==> config.mk <==
export PLATFORM = sky130hd
export DESIGN_NAME = bit_serial_adder
export DESIGN_NICKNAME = d
export VERILOG_FILES = /design/src/rtl/bit_serial_adder_pkg.sv /design/src/rtl/bit_serial_adder_fadder.sv /design/src/rtl/bit_serial_adder.sv
export SDC_FILE = /design/constraint.sdc
export NUM_CORES = 1
export LEC_CHECK = 0
export ABC_CLOCK_PERIOD_IN_PS = 1200
export CAP_MARGIN = 20
export CORE_MARGIN = 2
export CORE_UTILIZATION = 45
export DETAILED_ROUTE_END_ITERATION = 10
export PLACE_DENSITY_LB_ADDON = 0.1
export SYNTH_ARGS = -nofsm -noshare
export SYNTH_HDL_FRONTEND = slang
export SYNTH_SLANG_ARGS = --single-unit
==> constraint.sdc <==
create_clock -name clk -period 1.2 [get_ports clk]
set_input_delay 0.24 -clock clk [delete_from_list [all_inputs] [get_ports clk]]
set_output_delay 0.24 -clock clk [all_outputs]
set_load 0.05 [all_outputs]
==> src/rtl/bit_serial_adder_pkg.sv <==
// Shared definitions for the bit-serial adder: FSM state encodings and widths.
package bit_serial_adder_pkg;

  localparam int STATE_W = 2;

  // Code 2'd3 is never entered on purpose; the FSM recovers from it to IDLE.
  typedef enum logic [STATE_W-1:0] {
    S_IDLE    = 2'd0,
    S_ADD     = 2'd1,
    S_DONE    = 2'd2,
    S_ILLEGAL = 2'd3
  } state_e;

endpackage

==> src/rtl/bit_serial_adder_fadder.sv <==
// One-bit full adder cell that the serial adder reuses once per clock.
module fadder (
  input  logic a,
  input  logic b,
  input  logic cin,
  output logic s,
  output logic cout
);

  assign s    = a ^ b ^ cin;
  assign cout = (a & b) | (cin & (a ^ b));

endmodule

==> src/rtl/bit_serial_adder.sv <==
// Bit-serial adder: one fadder bit per clock, LSB first, with start/busy/done handshake.
module bit_serial_adder
  import bit_serial_adder_pkg::*;
#(
  parameter int WIDTH = 8
) (
  input  logic             clk,
  input  logic             rst_n,
  input  logic             start,
  input  logic [WIDTH-1:0] a,
  input  logic [WIDTH-1:0] b,
  input  logic             cin,
  output logic             busy,
  output logic             done,
  output logic [WIDTH-1:0] sum,
  output logic             cout
);

  localparam int CW = $clog2(WIDTH);

  state_e           state_q, state_d;
  logic [WIDTH-1:0] sh_a_q, sh_a_d;
  logic [WIDTH-1:0] sh_b_q, sh_b_d;
  logic [WIDTH-1:0] sum_q, sum_d;
  logic [WIDTH-2:0] sh_s_q, sh_s_d;
  logic             carry_q, carry_d;
  logic             cout_q, cout_d;
  logic [CW-1:0]    cnt_q, cnt_d;
  logic             fa_s, fa_cout;
  logic             last_bit;
  logic [WIDTH-1:0] sh_s_next;

  fadder u_fa (
    .a    (sh_a_q[0]),
    .b    (sh_b_q[0]),
    .cin  (carry_q),
    .s    (fa_s),
    .cout (fa_cout)
  );

  assign last_bit  = (cnt_q == CW'(WIDTH - 1));
  // Full sum register image after this bit; its low bit falls out of the shifter each cycle.
  assign sh_s_next = {fa_s, sh_s_q};

  always_comb begin
    state_d = state_q;
    sh_a_d  = sh_a_q;
    sh_b_d  = sh_b_q;
    sh_s_d  = sh_s_q;
    carry_d = carry_q;
    cnt_d   = cnt_q;
    sum_d   = sum_q;
    cout_d  = cout_q;

    unique case (state_q)
      S_IDLE, S_DONE: begin
        if (start) begin
          sh_a_d  = a;
          sh_b_d  = b;
          sh_s_d  = '0;
          carry_d = cin;
          cnt_d   = '0;
          state_d = S_ADD;
        end else begin
          state_d = S_IDLE;
        end
      end
      S_ADD: begin
        sh_a_d  = {1'b0, sh_a_q[WIDTH-1:1]};
        sh_b_d  = {1'b0, sh_b_q[WIDTH-1:1]};
        sh_s_d  = sh_s_next[WIDTH-1:1];
        carry_d = fa_cout;
        if (last_bit) begin
          sum_d   = sh_s_next;
          cout_d  = fa_cout;
          state_d = S_DONE;
        end else begin
          cnt_d = cnt_q + CW'(1);
        end
      end
      default: state_d = S_IDLE;
    endcase
  end

  always_ff @(posedge clk) begin
    if (!rst_n) begin
      state_q <= S_IDLE;
      sh_a_q  <= '0;
      sh_b_q  <= '0;
      sh_s_q  <= '0;
      carry_q <= 1'b0;
      cnt_q   <= '0;
      sum_q   <= '0;
      cout_q  <= 1'b0;
    end else begin
      state_q <= state_d;
      sh_a_q  <= sh_a_d;
      sh_b_q  <= sh_b_d;
      sh_s_q  <= sh_s_d;
      carry_q <= carry_d;
      cnt_q   <= cnt_d;
      sum_q   <= sum_d;
      cout_q  <= cout_d;
    end
  end

  assign busy = (state_q == S_ADD);
  assign done = (state_q == S_DONE);
  assign sum  = sum_q;
  assign cout = cout_q;

endmodule

Yosys cells after proc, flatten, opt, wreduce, memory -nomap -nowiden
Cells that the tools add are included.
- add/sub/neg operators: 1
- equality and inequality tests: 6
- muxes and demuxes: 14
- bitwise logic cells: 5
- reductions and logical operators: 6
- operators with widths (operator ; number):
    $pmux W8 S2 ; 2
    $mux W8 ; 2
    $pmux W7 S2 ; 1
    $mux W7 ; 1
    $mux W3 ; 2
    $pmux W3 S2 ; 1
    $ne A2 B2 Y1 const B ; 2
    $pmux W2 S2 ; 1
    $reduce_and A2 Y1 ; 2
    $add A3 B1 Y3 const B ; 1
    $eq A3 B3 Y1 const B ; 1
    $reduce_and A3 Y1 ; 1
    $and A1 B1 Y1 ; 2
    $eq A2 B1 Y1 const B ; 1
    $eq A2 B2 Y1 const B ; 1
    $logic_not A2 Y1 ; 1
    $mux W1 ; 2
    $mux W2 ; 1
    $ne A2 B1 Y1 const B ; 1
    $pmux W1 S2 ; 1
    $reduce_bool A2 Y1 ; 1
    $reduce_or A2 Y1 ; 1
    $xor A1 B1 Y1 ; 2
    $or A1 B1 Y1 ; 1
- register bits: 38
- input port bits: 20
- output and inout port bits: 11
- logic and storage cells: 40

Logic depth before layout (Yosys ltp)
Gate-level depths: netlist of run 1.
- word-level depth: 4
- mapped depth: 5
- gate-level depth less buffers: 5

Hierarchy
From an unflattened synthesis of run 1, not the netlist that was laid out.
- cells, all modules: 188
- area total of the unflattened synthesis: 1520.2 µm²
- by module, submodules not included (module ; instances ; cells each ; area an instance (µm²) ; seq. area each (µm²)):
    bit_serial_adder ; 1 ; 187 ; 1500.2 ; 760.7
    fadder ; 1 ; 1 ; 20.0 ; 0.0

Worst setup path before layout of run 1
No wires, ideal clock.
- kind: reg2reg
- start point: reg cnt_q[0]
- end point: reg cnt_q[0]
- data arrival time: 1.218 ns
- data required time: 1.085 ns
- path slack: -0.133 ns
- stages on the path, launching flop included: 6
- buffers on the path: 0
- period minus slack after synthesis: 1.333 ns
- path through: dfxtp_1 -> ha_1 -> ha_1 -> nor3b_2 -> nor3b_1 -> o21a_1
- cells in the longest elaborated chain, start to end: 3
- elaborated cells on any way between the ends: 6
- those cells by class: add/sub: 1; eq/ne: 2; mux: 2; reduce/logical: 1
- RTL lines (element ; line ; RTL):
    start, declared ; bit_serial_adder.sv:28 ; logic [CW-1:0] cnt_q, cnt_d;
    start signal, assigned ; bit_serial_adder.sv:101 ; cnt_q <= cnt_d;
    $add A3 B1 Y3 or $eq A3 B3 Y1 (tied branches) ; bit_serial_adder.sv:78, bit_serial_adder.sv:41 ;
    $mux W3 or $ne A2 B2 Y1 (tied branches) ; -- ;
    $pmux W3 S2 or $reduce_and A3 Y1 (tied branches) ; -- ;
Parallel ways exist; a longest one is shown, timed or not. The select of a mux whose other input is x is not followed.
A chain may end at the register's enable or synchronous reset.

Worst setup path in the final report of run 1
- start point: reg cnt_q[1]
- end point: reg cnt_q[0]
- cells in the longest elaborated chain, start to end: 3
- RTL lines (element ; line ; RTL):
    $eq A3 B3 Y1 ; bit_serial_adder.sv:41 ; assign last_bit = (cnt_q == CW'(WIDTH - 1));
    $ne A2 B2 Y1 (no source line) ; -- ;
    $reduce_and A3 Y1 (no source line) ; -- ;
Every way passes these cells.

==> flow_summary.html, run 1 <==
<table>
<tr><th>Metric</th><th>Value</th></tr>
<tr><th colspan="2">Critical path</th></tr>
<tr><td>CP Launch Type</td><td>flop</td></tr>
<tr><td>Critical path data required time</td><td>1.45 ns</td></tr>
<tr><td>Type of the worst setup path</td><td>flop to flop</td></tr>
<tr><td>CP Max Fanout</td><td>6</td></tr>
<tr><td>CP startpoint</td><td>cnt_q[1]</td></tr>
<tr><td>WP data arrival</td><td>1.58 ns</td></tr>
<tr><td>Startpoint of the worst register-to-register path</td><td>cnt_q[1]</td></tr>
<tr><td>Crit path capture type</td><td>flop</td></tr>
<tr><th colspan="2">Synth</th></tr>
<tr><td>Cell count after synthesis</td><td>188</td></tr>
<tr><td>Number of enable flip-flop cells after synthesis</td><td>0</td></tr>
<tr><td>Number of distinct standard cells referenced by the synthesized netlist</td><td>21</td></tr>
<tr><td>Prevailing post-synth register cell</td><td>sky130_fd_sc_hd__dfxtp_1</td></tr>
<tr><td>Top area cells in the synthesized netlist</td><td>sky130_fd_sc_hd__dfxtp_1 (48%), sky130_fd_sc_hd__nand2_1 (12%), sky130_fd_sc_hd__a21boi_0 (7.2%)</td></tr>
<tr><td>Synth Warn #</td><td>0</td></tr>
<tr><td>Library cell with the largest summed area after synthesis</td><td>sky130_fd_sc_hd__dfxtp_1</td></tr>
<tr><td>Top cell types by occurrence after synthesis</td><td>sky130_fd_sc_hd__nand2_1 (50), sky130_fd_sc_hd__dfxtp_1 (38), sky130_fd_sc_hd__nand3_1 (18)</td></tr>
<tr><td>Post-Synthesis Mean Instance Area</td><td>8.372 µm²</td></tr>
<tr><td>Net count after synthesis</td><td>211</td></tr>
<tr><td>Post-synth ARST share</td><td>0%</td></tr>
<tr><td>Sequential fraction of the synthesis area</td><td>48.33%</td></tr>
<tr><td>Proportion of netlist area held by the largest area contributor</td><td>48.33%</td></tr>
<tr><td>Post-Syn Area</td><td>0.001574 mm²</td></tr>
<tr><td>Most frequent cell after synthesis</td><td>sky130_fd_sc_hd__nand2_1</td></tr>
<tr><td>Yosys reg bits</td><td>38</td></tr>
<tr><th colspan="2">STA</th></tr>
<tr><td>Finish-stage setup viols</td><td>6</td></tr>
<tr><td>Post-Route Setup TNS</td><td>-0.6026 ns</td></tr>
<tr><td>Final worst path period need</td><td>1.330 ns</td></tr>
<tr><td>Final setup slack of the worst path</td><td>-0.1300 ns</td></tr>
<tr><td>Highest clock frequency the design can meet</td><td>751.9 MHz</td></tr>
<tr><td>Final hold violation count</td><td>0</td></tr>
<tr><td>Headroom to the max-slew limit</td><td>81.38%</td></tr>
<tr><td>Final cycle utilization of the critical path</td><td>110.8%</td></tr>
<tr><td>Max-slew violation count</td><td>0</td></tr>
<tr><td>Final worst hold slack</td><td>0.4347 ns</td></tr>
<tr><td>Worst clock skew on the final layout</td><td>0.004530 ns</td></tr>
<tr><td>Setup repair after global routing missed its margin</td><td>yes</td></tr>
<tr><td>Transition time at the pin with the least slew margin</td><td>0.2789 ns</td></tr>
<tr><th colspan="2">Placement</th></tr>
<tr><td>DP Cell Count</td><td>263</td></tr>
<tr><td>Standard cell area after detailed placement</td><td>0.002110 mm²</td></tr>
<tr><td># port buffers</td><td>30</td></tr>
<tr><td>Weighted congestion reported at the end of routability-driven placement</td><td>0.6975</td></tr>
<tr><td>Post-DP HPWL</td><td>2.193 mm</td></tr>
<tr><td>Worst slack after detailed placement</td><td>-0.2676 ns</td></tr>
<tr><th colspan="2">Worst hold path</th></tr>
<tr><td>Worst min path class</td><td>primary input to flop</td></tr>
<tr><td>Worst Min Path Start</td><td>a[7]</td></tr>
<tr><th colspan="2">Drt</th></tr>
<tr><td>Remaining routing DRC violations</td><td>0</td></tr>
<tr><td>First-pass detailed-route iteration total</td><td>4</td></tr>
<tr><td>Wire length on met2</td><td>1.664 mm</td></tr>
<tr><td>Drt via density</td><td>5.192</td></tr>
<tr><td>Highest signal layer in the routed design</td><td>met4</td></tr>
<tr><td>Routed wire length per instance</td><td>11.95 µm</td></tr>
<tr><td>Met3 Wirelength</td><td>142 µm</td></tr>
<tr><td>Post-route met1 wirelength</td><td>1.459 mm</td></tr>
<tr><td>Antenna Nets Post-Route</td><td>0</td></tr>
<tr><td>Number of DRC violations after detailed-routing iteration 0</td><td>52</td></tr>
<tr><td>Total detailed-routing wirelength</td><td>3.297 mm</td></tr>
<tr><td>Overall via count from detail_route</td><td>1433</td></tr>
<tr><th colspan="2">Clock network</th></tr>
<tr><td>Clock input transition at the sequential cells of the worst setup and hold paths</td><td>0.11 ns</td></tr>
<tr><td>Clk root buf</td><td>sky130_fd_sc_hd__clkbuf_4</td></tr>
<tr><td>Buffers from clock root to sink, at most</td><td>2</td></tr>
<tr><td>TritonCTS Sinks</td><td>38</td></tr>
<tr><td>CTS tree</td><td>done</td></tr>
<tr><td>CTS buffer count</td><td>5</td></tr>
<tr><td>Clock network latency to the later pin of the worst-skew pair</td><td>0.35 ns</td></tr>
<tr><td>Count of hold buffers inserted by post-cts repair</td><td>0</td></tr>
<tr><td>Count of H-tree levels built during CTS</td><td>2</td></tr>
<tr><th colspan="2">Floorplan</th></tr>
<tr><td>Core region area</td><td>0.003337 mm²</td></tr>
<tr><td>Die Wd</td><td>63.14 µm</td></tr>
<tr><td>Core Rows</td><td>21</td></tr>
<tr><td>Die Area</td><td>0.003987 mm²</td></tr>
<tr><td>Initial Utilization</td><td>47.17%</td></tr>
<tr><td>I/O pins</td><td>31</td></tr>
<tr><td>Die Y-Extent</td><td>63.14 µm</td></tr>
<tr><th colspan="2">Power</th></tr>
<tr><td>Clock network fraction of design power</td><td>38.4%</td></tr>
<tr><td>Cell internal pwr</td><td>2.173 mW</td></tr>
<tr><td>Max VDD drop</td><td>811.0 µV</td></tr>
<tr><td>Leakage power total</td><td>0.8491 nW</td></tr>
<tr><td>Switching power</td><td>0.6610 mW</td></tr>
<tr><td>Power Density</td><td>1226 mW/mm²</td></tr>
<tr><td>Net switching fraction of the power</td><td>23.32%</td></tr>
<tr><td>Power, Total</td><td>2.834 mW</td></tr>
<tr><td>Fraction of power consumed by sequential logic</td><td>48.2%</td></tr>
<tr><td>Combinational share of power</td><td>13.3%</td></tr>
<tr><th colspan="2">Global routing</th></tr>
<tr><td>GR Overflow Total</td><td>0</td></tr>
<tr><td>Largest net degree at the start of global routing</td><td>39</td></tr>
<tr><td>Via count of the first global-routing pass</td><td>1303</td></tr>
<tr><td>Total routing usage reported by global routing</td><td>17.66%</td></tr>
<tr><td>Antenna violations before repair</td><td>0</td></tr>
<tr><td>First-pass GRT wire length</td><td>5.540 mm</td></tr>
<tr><th colspan="2">Finish</th></tr>
<tr><td>Proportion of layout cells with a drive suffix above 1</td><td>23.04%</td></tr>
<tr><td>Count of placed standard cells in the final layout, fillers left out</td><td>276</td></tr>
<tr><td>Final design utilization</td><td>69.29%</td></tr>
<tr><td>Final standard cell area without fillers</td><td>0.002312 mm²</td></tr>
<tr><td>Diode insertion count for antenna repair</td><td>0</td></tr>
<tr><td>Total number of nets in the final design</td><td>252</td></tr>
<tr><td>Synth-to-Final Area Change</td><td>46.90%</td></tr>
<tr><th colspan="2">Run</th></tr>
<tr><td>Maxcap violations</td><td>0</td></tr>
<tr><th colspan="2">Run status</th></tr>
<tr><td>Failing checks</td><td>setup timing</td></tr>
<tr><td>Outcome</td><td>finished, violations left</td></tr>
</table>
==> final cells by class <==
type | instances | area (µm²)
clock inverters | 3 | 68.82
clock buffers | 5 | 37.54
inverters | 1 | 6.256
repair buffers | 49 | 578.1
fillers | 278 | 1025
multi-input cells | 134 | 793.3
flip-flops and latches | 38 | 770.7
well taps | 46 | 57.56
==> worst max-delay path: stages, from the launching register on <==
cell and delay, ns:
sky130_fd_sc_hd__dfxtp_2 0.35, sky130_fd_sc_hd__ha_4 0.16, sky130_fd_sc_hd__ha_4 0.17, sky130_fd_sc_hd__nor3b_4 0.28
sky130_fd_sc_hd__nor3b_2 0.09, sky130_fd_sc_hd__o21a_1 0.18
==> timing repair <==
action / in CTS / in global routing
endpoints found under the hold margin: 0 / 0
setup endpoints to repair: 15 / 16
setup buffers: 4 / 0
resized for setup: 15 / 13
pin swaps: 4 / 5
gates cloned: 0 / 1
==> kinds of logic after synthesis <==
| logic type | Yosys count | synth area share [%] |
|---|---|---|
| AO/OA/AOI/OAI | 52 | 21.22 |
| adder cells (fa/ha/maj) | 3 | 2.861 |
| buffers and inverters | 16 | 4.928 |
| flip-flops | 38 | 48.33 |
| AND/OR/NAND/NOR | 79 | 22.65 |
==> registers in the layout, summed over array words and instances, names as in the netlist <==
name and flops:
sh_a_q 8, cnt_q 3, carry_q 1, state_q 2, sh_s_q 7, sh_b_q 8
sum 8, cout 1
==> worst paths after layout <==
path	to	slack (ns)	depth (start not counted)
max	cnt_q[0]	-0.13	5
min reg2reg	sh_a_q[1]	0.47	2
min	sh_a_q[7]	0.43	3
max reg2reg	cnt_q[0]	-0.13	5
==> power by group through the flow <==
stage	Combinational, mW	Sequential, mW	Clock (mW)
2_1_floorplan	0.215	1.38	0
4_1_cts	0.378	1.37	1.12
3_5_place_dp	0.354	1.39	0
5_1_grt	0.417	1.38	1.17
3_3_place_gp	0.344	1.39	0
6_report	0.377	1.37	1.09
==> per-layer routing <==
metal  GRT usage [%]  vias to the layer above
met5               0                        -
met4           6.667                        0
met3           5.536                        4
met2           31.91                       36
met1           19.12                      663
li1                -                      730
==> layout by cell type, fill, tap and decap left out, types with 2 or more instances in the layout <==
cell type                         Yosys  final
sky130_fd_sc_hd__dfxtp_1             38     32
sky130_fd_sc_hd__buf_12               0     12
sky130_fd_sc_hd__o21a_1               2      2
sky130_fd_sc_hd__bufinv_16            0      2
sky130_fd_sc_hd__dfxtp_2              0      5
sky130_fd_sc_hd__clkbuf_4             0      5
sky130_fd_sc_hd__a21boi_1             5     15
sky130_fd_sc_hd__nand3_1             18     18
sky130_fd_sc_hd__nand2_1             50     49
sky130_fd_sc_hd__buf_6                0      2
sky130_fd_sc_hd__a21boi_0            15      4
sky130_fd_sc_hd__ha_4                 0      2
sky130_fd_sc_hd__buf_4                3     14
sky130_fd_sc_hd__a31oi_1             15     15
sky130_fd_sc_hd__clkdlybuf4s50_1      0     19
sky130_fd_sc_hd__o21ai_0             15     15
sky130_fd_sc_hd__nand3b_1             3      3
No activity file was read; power rests on OpenSTA's default activity.
==> run 2: changes to the inputs <==
--- a/config.mk
+++ b/config.mk
@@ -5,7 +5,7 @@
 export SDC_FILE = /design/constraint.sdc
 export NUM_CORES = 1
 export LEC_CHECK = 0
-export ABC_CLOCK_PERIOD_IN_PS = 1200
+export ABC_CLOCK_PERIOD_IN_PS = 1100
 export CAP_MARGIN = 20
 export CORE_MARGIN = 2
 export CORE_UTILIZATION = 45
==> constraint.sdc (replaced) <==
create_clock -name clk -period 1.1 [get_ports clk]
set_input_delay 0.22 -clock clk [delete_from_list [all_inputs] [get_ports clk]]
set_output_delay 0.22 -clock clk [all_outputs]
set_load 0.05 [all_outputs]
==> flow_summary.html, run 2 (same netlist as run 1, synthesis figures left out) <==
<table>
<tr><th>Metric</th><th>Value</th></tr>
<tr><th colspan="2">Run status</th></tr>
<tr><td>Outcome</td><td>finished, violations left</td></tr>
<tr><td>Failing checks</td><td>setup timing</td></tr>
<tr><th colspan="2">Critical path</th></tr>
<tr><td>Type of the worst setup path</td><td>flop to flop</td></tr>
<tr><td>Buf/Inv on CP</td><td>1 (+1)</td></tr>
<tr><td>Critical path data required time</td><td>1.40 ns (-0.05 ns)</td></tr>
<tr><td>Stages on worst setup path</td><td>6 (+1)</td></tr>
<tr><td>Endpoint of the worst-slack reg-to-reg timing path</td><td>cnt_q[1]</td></tr>
<tr><td>End point of the critical path</td><td>cnt_q[1]</td></tr>
<tr><td>Worst R2R Setup Slack</td><td>-0.27 ns (-0.14 ns)</td></tr>
<tr><td>Startpoint of the worst register-to-register path</td><td>cnt_q[0]</td></tr>
<tr><td>Family with the most delay on the worst path</td><td>flip-flops</td></tr>
<tr><td>Worst reg2reg path depth</td><td>6 (+1)</td></tr>
<tr><td>Cell breakdown of the critical path</td><td>ha_4, ha_4, nor3b_4, buf_4, nand2_2, a21boi_2</td></tr>
<tr><td>Cell with the most instances on the worst path</td><td>sky130_fd_sc_hd__ha_4</td></tr>
<tr><td>Library cell contributing the largest single delay on the critical path</td><td>sky130_fd_sc_hd__dfxtp_2</td></tr>
<tr><td>WP data arrival</td><td>1.67 ns (+0.09 ns)</td></tr>
<tr><td>CP Launch Type</td><td>flop</td></tr>
<tr><td>Max stage delay on crit path</td><td>0.36 ns (about the same)</td></tr>
<tr><td>Crit path capture type</td><td>flop</td></tr>
<tr><td>CP startpoint</td><td>cnt_q[0]</td></tr>
<tr><td>CP Max Fanout</td><td>5 (-1)</td></tr>
<tr><th colspan="2">STA</th></tr>
<tr><td>Headroom to the max-slew limit</td><td>79.82% (-1.6 points)</td></tr>
<tr><td>Highest clock frequency the design can meet</td><td>728.5 MHz (-3.1%)</td></tr>
<tr><td>Setup repair after global routing missed its margin</td><td>yes</td></tr>
<tr><td>Finish-stage setup viols</td><td>22 (+16)</td></tr>
<tr><td>Worst clock skew on the final layout</td><td>0.005381 ns (+0.0008509 ns)</td></tr>
<tr><td>Transition time at the pin with the least slew margin</td><td>0.3018 ns (+0.02288 ns)</td></tr>
<tr><td>Final hold violation count</td><td>0 (unchanged)</td></tr>
<tr><td>Final worst path period need</td><td>1.373 ns (+0.04274 ns)</td></tr>
<tr><td>Final setup slack of the worst path</td><td>-0.2727 ns (-0.1427 ns)</td></tr>
<tr><td>Max-slew violation count</td><td>0 (unchanged)</td></tr>
<tr><td>Final cycle utilization of the critical path</td><td>124.8% (+14 points)</td></tr>
<tr><th colspan="2">Finish</th></tr>
<tr><td>Filler instances</td><td>235 (-15%)</td></tr>
<tr><td>Proportion of layout cells with a drive suffix above 1</td><td>37.34% (+14 points)</td></tr>
<tr><td>Most frequent standard cell in the layout excluding fill and tap cells</td><td>sky130_fd_sc_hd__nand2_1</td></tr>
<tr><td>Synth-to-Final Area Change</td><td>66.53%</td></tr>
<tr><td>Final standard cell area without fillers</td><td>0.002621 mm² (+13%)</td></tr>
<tr><td>Diode insertion count for antenna repair</td><td>0 (unchanged)</td></tr>
<tr><td>Total number of nets in the final design</td><td>263 (+4.4%)</td></tr>
<tr><td>Commonest non-fill, non-tap cells in the layout</td><td>sky130_fd_sc_hd__nand2_1 (49), sky130_fd_sc_hd__dfxtp_1 (24), sky130_fd_sc_hd__a21boi_1 (19), sky130_fd_sc_hd__clkdlybuf4s50_1 (18), sky130_fd_sc_hd__nand3_1 (16)</td></tr>
<tr><th colspan="2">Power</th></tr>
<tr><td>Max VDD drop</td><td>1097 µV (+35%)</td></tr>
<tr><td>Leakage power total</td><td>0.9952 nW (+17%)</td></tr>
<tr><td>Power Density</td><td>1283 mW/mm² (+4.7%)</td></tr>
<tr><th colspan="2">Global routing</th></tr>
<tr><td>GR Overflow Total</td><td>0 (unchanged)</td></tr>
<tr><td>Via count of the first global-routing pass</td><td>1408 (+8.1%)</td></tr>
<tr><td>Total routing usage reported by global routing</td><td>19.35% (+1.7 points)</td></tr>
<tr><td>Largest net degree at the start of global routing</td><td>39 (unchanged)</td></tr>
<tr><td>Antenna violations before repair</td><td>0 (unchanged)</td></tr>
<tr><td>First-pass GRT wire length</td><td>6.085 mm (+9.8%)</td></tr>
<tr><th colspan="2">Worst hold path</th></tr>
<tr><td>Worst min path class</td><td>primary input to flop</td></tr>
<tr><th colspan="2">Placement</th></tr>
<tr><td># port buffers</td><td>30 (unchanged)</td></tr>
<tr><td>Worst slack after detailed placement</td><td>-0.3412 ns (-0.07358 ns)</td></tr>
<tr><td>Weighted congestion reported at the end of routability-driven placement</td><td>0.7526 (+7.9%)</td></tr>
<tr><td>Standard cell area after detailed placement</td><td>0.002137 mm² (+1.3%)</td></tr>
<tr><td>Post-DP HPWL</td><td>2.317 mm (+5.7%)</td></tr>
<tr><th colspan="2">Floorplan</th></tr>
<tr><td>I/O pins</td><td>31 (unchanged)</td></tr>
<tr><td>Die Wd</td><td>63.14 µm (unchanged)</td></tr>
<tr><td>Die Y-Extent</td><td>63.14 µm (unchanged)</td></tr>
<tr><td>Initial Utilization</td><td>47.17% (unchanged)</td></tr>
<tr><td>Core region area</td><td>0.003337 mm² (unchanged)</td></tr>
<tr><td>Core Rows</td><td>21 (unchanged)</td></tr>
<tr><td>Die Area</td><td>0.003987 mm² (unchanged)</td></tr>
<tr><th colspan="2">Drt</th></tr>
<tr><td>Drt via density</td><td>5.383 (+3.7%)</td></tr>
<tr><td>Total detailed-routing wirelength</td><td>4.261 mm (+29%)</td></tr>
<tr><td>Remaining routing DRC violations</td><td>0 (unchanged)</td></tr>
<tr><td>Overall via count from detail_route</td><td>1545 (+7.8%)</td></tr>
<tr><td>Antenna Nets Post-Route</td><td>0 (unchanged)</td></tr>
<tr><td>Routed wire length per instance</td><td>14.85 µm (+24%)</td></tr>
<tr><td>First-pass detailed-route iteration total</td><td>4 (unchanged)</td></tr>
<tr><td>Number of DRC violations after detailed-routing iteration 0</td><td>66 (+27%)</td></tr>
<tr><th colspan="2">Clock network</th></tr>
<tr><td>Count of H-tree levels built during CTS</td><td>2 (unchanged)</td></tr>
<tr><td>Clock network latency to the later pin of the worst-skew pair</td><td>0.35 ns (about the same)</td></tr>
<tr><td>CTS buffer count</td><td>5 (unchanged)</td></tr>
<tr><td>Clk root buf</td><td>sky130_fd_sc_hd__clkbuf_4</td></tr>
<tr><td>Buffers from clock root to sink, at most</td><td>2 (unchanged)</td></tr>
<tr><td>CTS tree</td><td>done</td></tr>
<tr><td>Clock input transition at the sequential cells of the worst setup and hold paths</td><td>0.12 ns (about the same)</td></tr>
<tr><td>Count of hold buffers inserted by post-cts repair</td><td>0 (unchanged)</td></tr>
<tr><td>TritonCTS Sinks</td><td>38 (unchanged)</td></tr>
<tr><th colspan="2">Run</th></tr>
<tr><td>Maxcap violations</td><td>0 (unchanged)</td></tr>
</table>
[run 2: cell types whose count changed in the layout (fill, tap and decap cells not counted), sizes merged]
cell,delta
dlymetal6s2s,+1
clkbuf,+5
clkinv,-1
clkdlybuf4s50,-1
buf,+7
[run 2: worst min-delay path by stage]
| stage | start | to | cells past startpoint | slack [ns] |
|---|---|---|---|---|
| after detailed placement | sh_a_q[7] | sh_a_q[7] | 2 | 0.46 |
| after global routing | a[1] | sh_a_q[1] | 3 | 0.40 |
| after global placement | sh_a_q[7] | sh_a_q[7] | 2 | 0.45 |
| after CTS | b[7] | sh_b_q[7] | 3 | 0.40 |
| final | a[1] | sh_a_q[1] | 3 | 0.41 |
| after floorplan | a[7] | sh_a_q[7] | 2 | 0.35 |
[run 2: per-layer routing]
layer  up-vias  GRT usage [%]  share of wire (%)
met5         -              0                  0
met4         0          6.667                1.7
met3         9          5.893                4.4
met2        41          35.24                 54
met1       737          21.08                 40
li1        758              -                  -
[run 2: worst min-delay path, delay by kind of cell]
kind / cells / cell delay (ns)
AND/OR/NAND/NOR: 1 / 0.05
AO/OA/AOI/OAI: 1 / 0.07
buffers and inverters: 1 / 0.39
[run 2: final cells by class]
class | count | area [µm²] | share of cell area, %
clock buffers | 6 | 51.30 | 1.957
clock inverters | 2 | 60.06 | 2.291
inverters | 1 | 6.256 | 0.2387
multi-input cells | 134 | 879.6 | 33.56
flip-flops and latches | 38 | 780.7 | 29.79
well taps | 46 | 57.56 | 2.196
repair buffers | 60 | 785.8 | 29.98
[run 2: through the flow]
stage                     hold WS (ns)  instances  util (%)  power, mW  setup TNS, ns
final                           0.4132        287     78.55      3.363         -2.878
after global routing            0.4029        287     78.55      3.493         -4.849
after CTS                       0.4021        277     70.15      3.193         -2.496
after detailed placement        0.4606        265     64.04      1.921         -8.595
after global placement          0.4509        265     64.04      1.902         -7.377
after floorplan                 0.3549        188         -      1.750         -1.001
[run 2: report_power, final]
part | total (mW) | leakage, nW | internal (mW) | switching [mW]
clock | 1.25 | 0.0585 | 0.770 | 0.481
combinational | 0.604 | 0.620 | 0.332 | 0.272
sequential | 1.51 | 0.317 | 1.45 | 0.0610
total | 3.36 | 0.995 | 2.55 | 0.814
[run 2: repair_timing]
action,in CTS,in global routing
gates resized for setup,37,50
pin swaps,6,10
gates cloned,1,5
endpoints found under the setup margin,49,47
setup buffers,3,5
==> run 3: changes to the inputs <==
--- a/config.mk
+++ b/config.mk
@@ -7,7 +7,6 @@
 export LEC_CHECK = 0
 export ABC_CLOCK_PERIOD_IN_PS = 1100
 export CAP_MARGIN = 20
-export CORE_MARGIN = 2
 export CORE_UTILIZATION = 45
 export DETAILED_ROUTE_END_ITERATION = 10
 export PLACE_DENSITY_LB_ADDON = 0.1
==> flow_summary.html, run 3 (same netlist as run 1, synthesis figures left out) <==
<table>
<tr><th>Metric</th><th>Value</th></tr>
<tr><th colspan="2">STA</th></tr>
<tr><td>Final cycle utilization of the critical path</td><td>122.7% (-2.1 points)</td></tr>
<tr><td>Transition time at the pin with the least slew margin</td><td>0.2470 ns (-0.05479 ns)</td></tr>
<tr><td>Final setup slack of the worst path</td><td>-0.2495 ns (+0.02323 ns)</td></tr>
<tr><td>Final worst path period need</td><td>1.350 ns (-0.02323 ns)</td></tr>
<tr><td>Max-slew violation count</td><td>0 (unchanged)</td></tr>
<tr><td>Worst clock skew on the final layout</td><td>0.004118 ns (-0.001264 ns)</td></tr>
<tr><td>Finish-stage setup viols</td><td>39 (+77%)</td></tr>
<tr><td>Setup repair after global routing missed its margin</td><td>yes</td></tr>
<tr><td>Final hold violation count</td><td>0 (unchanged)</td></tr>
<tr><td>Highest clock frequency the design can meet</td><td>741.0 MHz (+1.7%)</td></tr>
<tr><td>Headroom to the max-slew limit</td><td>83.51% (+3.7 points)</td></tr>
<tr><th colspan="2">Drt</th></tr>
<tr><td>Number of DRC violations after detailed-routing iteration 0</td><td>103 (+56%)</td></tr>
<tr><td>Remaining routing DRC violations</td><td>0 (unchanged)</td></tr>
<tr><td>First-pass detailed-route iteration total</td><td>4 (unchanged)</td></tr>
<tr><td>Routed wire length per instance</td><td>19.28 µm (+30%)</td></tr>
<tr><td>Drt via density</td><td>5.724 (+6.3%)</td></tr>
<tr><td>Total detailed-routing wirelength</td><td>5.669 mm (+33%)</td></tr>
<tr><td>Overall via count from detail_route</td><td>1683 (+8.9%)</td></tr>
<tr><td>Antenna Nets Post-Route</td><td>0 (unchanged)</td></tr>
<tr><th colspan="2">Floorplan</th></tr>
<tr><td>Die Wd</td><td>61.14 µm (-3.2%)</td></tr>
<tr><td>Die Y-Extent</td><td>61.14 µm (-3.2%)</td></tr>
<tr><td>I/O pins</td><td>31 (unchanged)</td></tr>
<tr><td>Core region area</td><td>0.003337 mm² (unchanged)</td></tr>
<tr><td>Die Area</td><td>0.003738 mm² (-6.2%)</td></tr>
<tr><td>Core Rows</td><td>21 (unchanged)</td></tr>
<tr><td>Initial Utilization</td><td>47.17% (unchanged)</td></tr>
<tr><th colspan="2">Global routing</th></tr>
<tr><td>Antenna violations before repair</td><td>0 (unchanged)</td></tr>
<tr><td>Total routing usage reported by global routing</td><td>24.22% (+4.9 points)</td></tr>
<tr><td>First-pass GRT wire length</td><td>6.486 mm (+6.6%)</td></tr>
<tr><td>Largest net degree at the start of global routing</td><td>41 (+5.1%)</td></tr>
<tr><td>Via count of the first global-routing pass</td><td>1473 (+4.6%)</td></tr>
<tr><td>GR Overflow Total</td><td>0 (unchanged)</td></tr>
<tr><th colspan="2">Critical path</th></tr>
<tr><td>CP Max Fanout</td><td>5 (unchanged)</td></tr>
<tr><td>Critical path data required time</td><td>1.39 ns (about the same)</td></tr>
<tr><td>Cell breakdown of the critical path</td><td>ha_4, ha_4, nor3b_4, buf_4, nand2_2, a21boi_2</td></tr>
<tr><td>CP Launch Type</td><td>flop</td></tr>
<tr><td>Crit path capture type</td><td>flop</td></tr>
<tr><td>WP data arrival</td><td>1.64 ns (-0.03 ns)</td></tr>
<tr><td>Cell with the most instances on the worst path</td><td>sky130_fd_sc_hd__ha_4</td></tr>
<tr><td>Endpoint of the worst-slack reg-to-reg timing path</td><td>cnt_q[1]</td></tr>
<tr><td>Startpoint of the worst register-to-register path</td><td>cnt_q[0]</td></tr>
<tr><td>Type of the worst setup path</td><td>flop to flop</td></tr>
<tr><td>Library cell contributing the largest single delay on the critical path</td><td>sky130_fd_sc_hd__dfxtp_2</td></tr>
<tr><td>Worst R2R Setup Slack</td><td>-0.25 ns (+0.02 ns)</td></tr>
<tr><td>Worst reg2reg path depth</td><td>6 (unchanged)</td></tr>
<tr><td>Max stage delay on crit path</td><td>0.36 ns (about the same)</td></tr>
<tr><th colspan="2">Worst hold path</th></tr>
<tr><td>Worst min path class</td><td>primary input to flop</td></tr>
<tr><td>Hold Crit Endpoint</td><td>sh_a_q[1]</td></tr>
<tr><td>Count of cells along the worst hold path</td><td>3 (unchanged)</td></tr>
<tr><td>Worst Min Path Start</td><td>a[1]</td></tr>
<tr><th colspan="2">Placement</th></tr>
<tr><td>Weighted congestion reported at the end of routability-driven placement</td><td>0.6963 (-7.5%)</td></tr>
<tr><td>DP Cell Count</td><td>266 (+0.38%)</td></tr>
<tr><td>Worst slack after detailed placement</td><td>-0.3651 ns (-0.02390 ns)</td></tr>
<tr><td>Post-DP HPWL</td><td>2.180 mm (-5.9%)</td></tr>
<tr><td>Standard cell area after detailed placement</td><td>0.002157 mm² (+0.94%)</td></tr>
<tr><td># port buffers</td><td>30 (unchanged)</td></tr>
<tr><th colspan="2">Run status</th></tr>
<tr><td>Outcome</td><td>finished, violations left</td></tr>
<tr><td>Failing checks</td><td>setup timing</td></tr>
<tr><th colspan="2">Clock network</th></tr>
<tr><td>Count of H-tree levels built during CTS</td><td>2 (unchanged)</td></tr>
<tr><td>CTS tree</td><td>done</td></tr>
<tr><td>Clk root buf</td><td>sky130_fd_sc_hd__clkbuf_4</td></tr>
<tr><td>TritonCTS Sinks</td><td>38 (unchanged)</td></tr>
<tr><td>CTS buffer count</td><td>5 (unchanged)</td></tr>
<tr><td>Buffers from clock root to sink, at most</td><td>2 (unchanged)</td></tr>
<tr><td>Clock input transition at the sequential cells of the worst setup and hold paths</td><td>0.11 ns (about the same)</td></tr>
<tr><td>Clock network latency to the later pin of the worst-skew pair</td><td>0.35 ns (about the same)</td></tr>
<tr><th colspan="2">Finish</th></tr>
<tr><td>Total number of nets in the final design</td><td>270 (+2.7%)</td></tr>
<tr><td>Area used by multi-input combinational logic</td><td>0.001045 mm² (+19%)</td></tr>
<tr><td>Final standard cell area without fillers</td><td>0.002860 mm² (+9.1%)</td></tr>
<tr><td>Most frequent standard cell in the layout excluding fill and tap cells</td><td>sky130_fd_sc_hd__nand2_2</td></tr>
<tr><td>Diode insertion count for antenna repair</td><td>0 (unchanged)</td></tr>
<tr><td>Combined flip-flop and latch cell area</td><td>784.5 µm² (+0.48%)</td></tr>
<tr><td>Filler instances</td><td>177 (-25%)</td></tr>
<tr><td>Proportion of layout cells with a drive suffix above 1</td><td>54.44% (+17 points)</td></tr>
<tr><td>Count of placed standard cells in the final layout, fillers left out</td><td>294 (+2.4%)</td></tr>
<tr><td>Commonest non-fill, non-tap cells in the layout</td><td>sky130_fd_sc_hd__nand2_2 (25), sky130_fd_sc_hd__dfxtp_1 (23), sky130_fd_sc_hd__nand2_1 (22), sky130_fd_sc_hd__clkdlybuf4s50_1 (19), sky130_fd_sc_hd__nand3_2 (16)</td></tr>
<tr><td>Synth-to-Final Area Change</td><td>81.72%</td></tr>
<tr><th colspan="2">Power</th></tr>
<tr><td>Max VDD drop</td><td>821.4 µV (-25%)</td></tr>
<tr><td>Power Density</td><td>1074 mW/mm² (-16%)</td></tr>
<tr><td>Leakage power total</td><td>1.050 nW (+5.5%)</td></tr>
<tr><th colspan="2">Run</th></tr>
<tr><td>Maxcap violations</td><td>0 (unchanged)</td></tr>
</table>
## run 3: cell count changes in the layout (fill, tap and decap cells not counted), moves of 9 or more
cell and delta:
sky130_fd_sc_hd__nand2_1 -27, sky130_fd_sc_hd__nand2_2 +24, sky130_fd_sc_hd__nand3_1 -15, sky130_fd_sc_hd__nand3_2 +14, sky130_fd_sc_hd__o21ai_2 -9
## run 3: worst max-delay path by stage
stage	start	end	slack [ns]	cells after the start
5_1_grt	cnt_q[0]	cnt_q[1]	-0.35	6
4_1_cts	cnt_q[0]	cnt_q[1]	-0.23	6
3_5_place_dp	start	sh_a_q[2]	-0.37	5
6_report	cnt_q[0]	cnt_q[1]	-0.25	6
2_1_floorplan	cnt_q[0]	cnt_q[0]	-0.14	5
3_3_place_gp	start	sh_b_q[1]	-0.30	5
## run 3: repair_timing
action / CTS / global route
setup buffers: 6 / 6
gates cloned: 5 / 6
gates resized for setup: 67 / 69
hold buffers: 0 / 0
pin swaps: 18 / 55
setup endpoints to repair: 48 / 46
## run 3: area by class of cell
cell class / count / share of cell area, %
clock buffers: 7 / 1.925
clock inverters: 1 / 0.1750
inverters: 1 / 0.3062
multi-input cells: 134 / 36.53
flip-flops and latches: 38 / 27.43
well taps: 46 / 2.012
repair buffers: 67 / 31.63
## run 3: worst max-delay path: cells and delay by family, from the launching register on
family	cells	cell delay, ns
AOI/OAI and AO/OA	1	0.12
adders and majority gates	2	0.33
buffers and inverters	1	0.17
DFF	1	0.36
and+or+nand+nor	2	0.31
## run 3: metrics by stage
stage	total power, mW	hold WS (ns)	utilization (%)	TNS (ns)
floorplan	1.750	0.3549	-	-1.001
global placement	1.916	0.4503	64.64	-7.375
detailed placement	1.932	0.4586	64.64	-8.672
CTS	2.849	0.4066	76.45	-6.158
global route	3.170	0.4179	85.71	-6.550
finish	3.072	0.4143	85.71	-4.303
## run 3: power breakdown
| part | leakage [nW] | switching [mW] | total, mW | internal, mW |
|---|---|---|---|---|
| combinational | 0.697 | 0.362 | 0.774 | 0.412 |
| sequential | 0.318 | 0.0625 | 1.51 | 1.45 |
| clock | 0.0353 | 0.480 | 0.790 | 0.310 |
## run 3: metal layers
| metal | track usage (%) | wire [µm] |
|---|---|---|
| met4 | 13.31 | 183 |
| met3 | 6.933 | 318 |
| met2 | 42.39 | 3027 |
| met5 | 0 | 0 |
| met1 | 26.27 | 2140 |
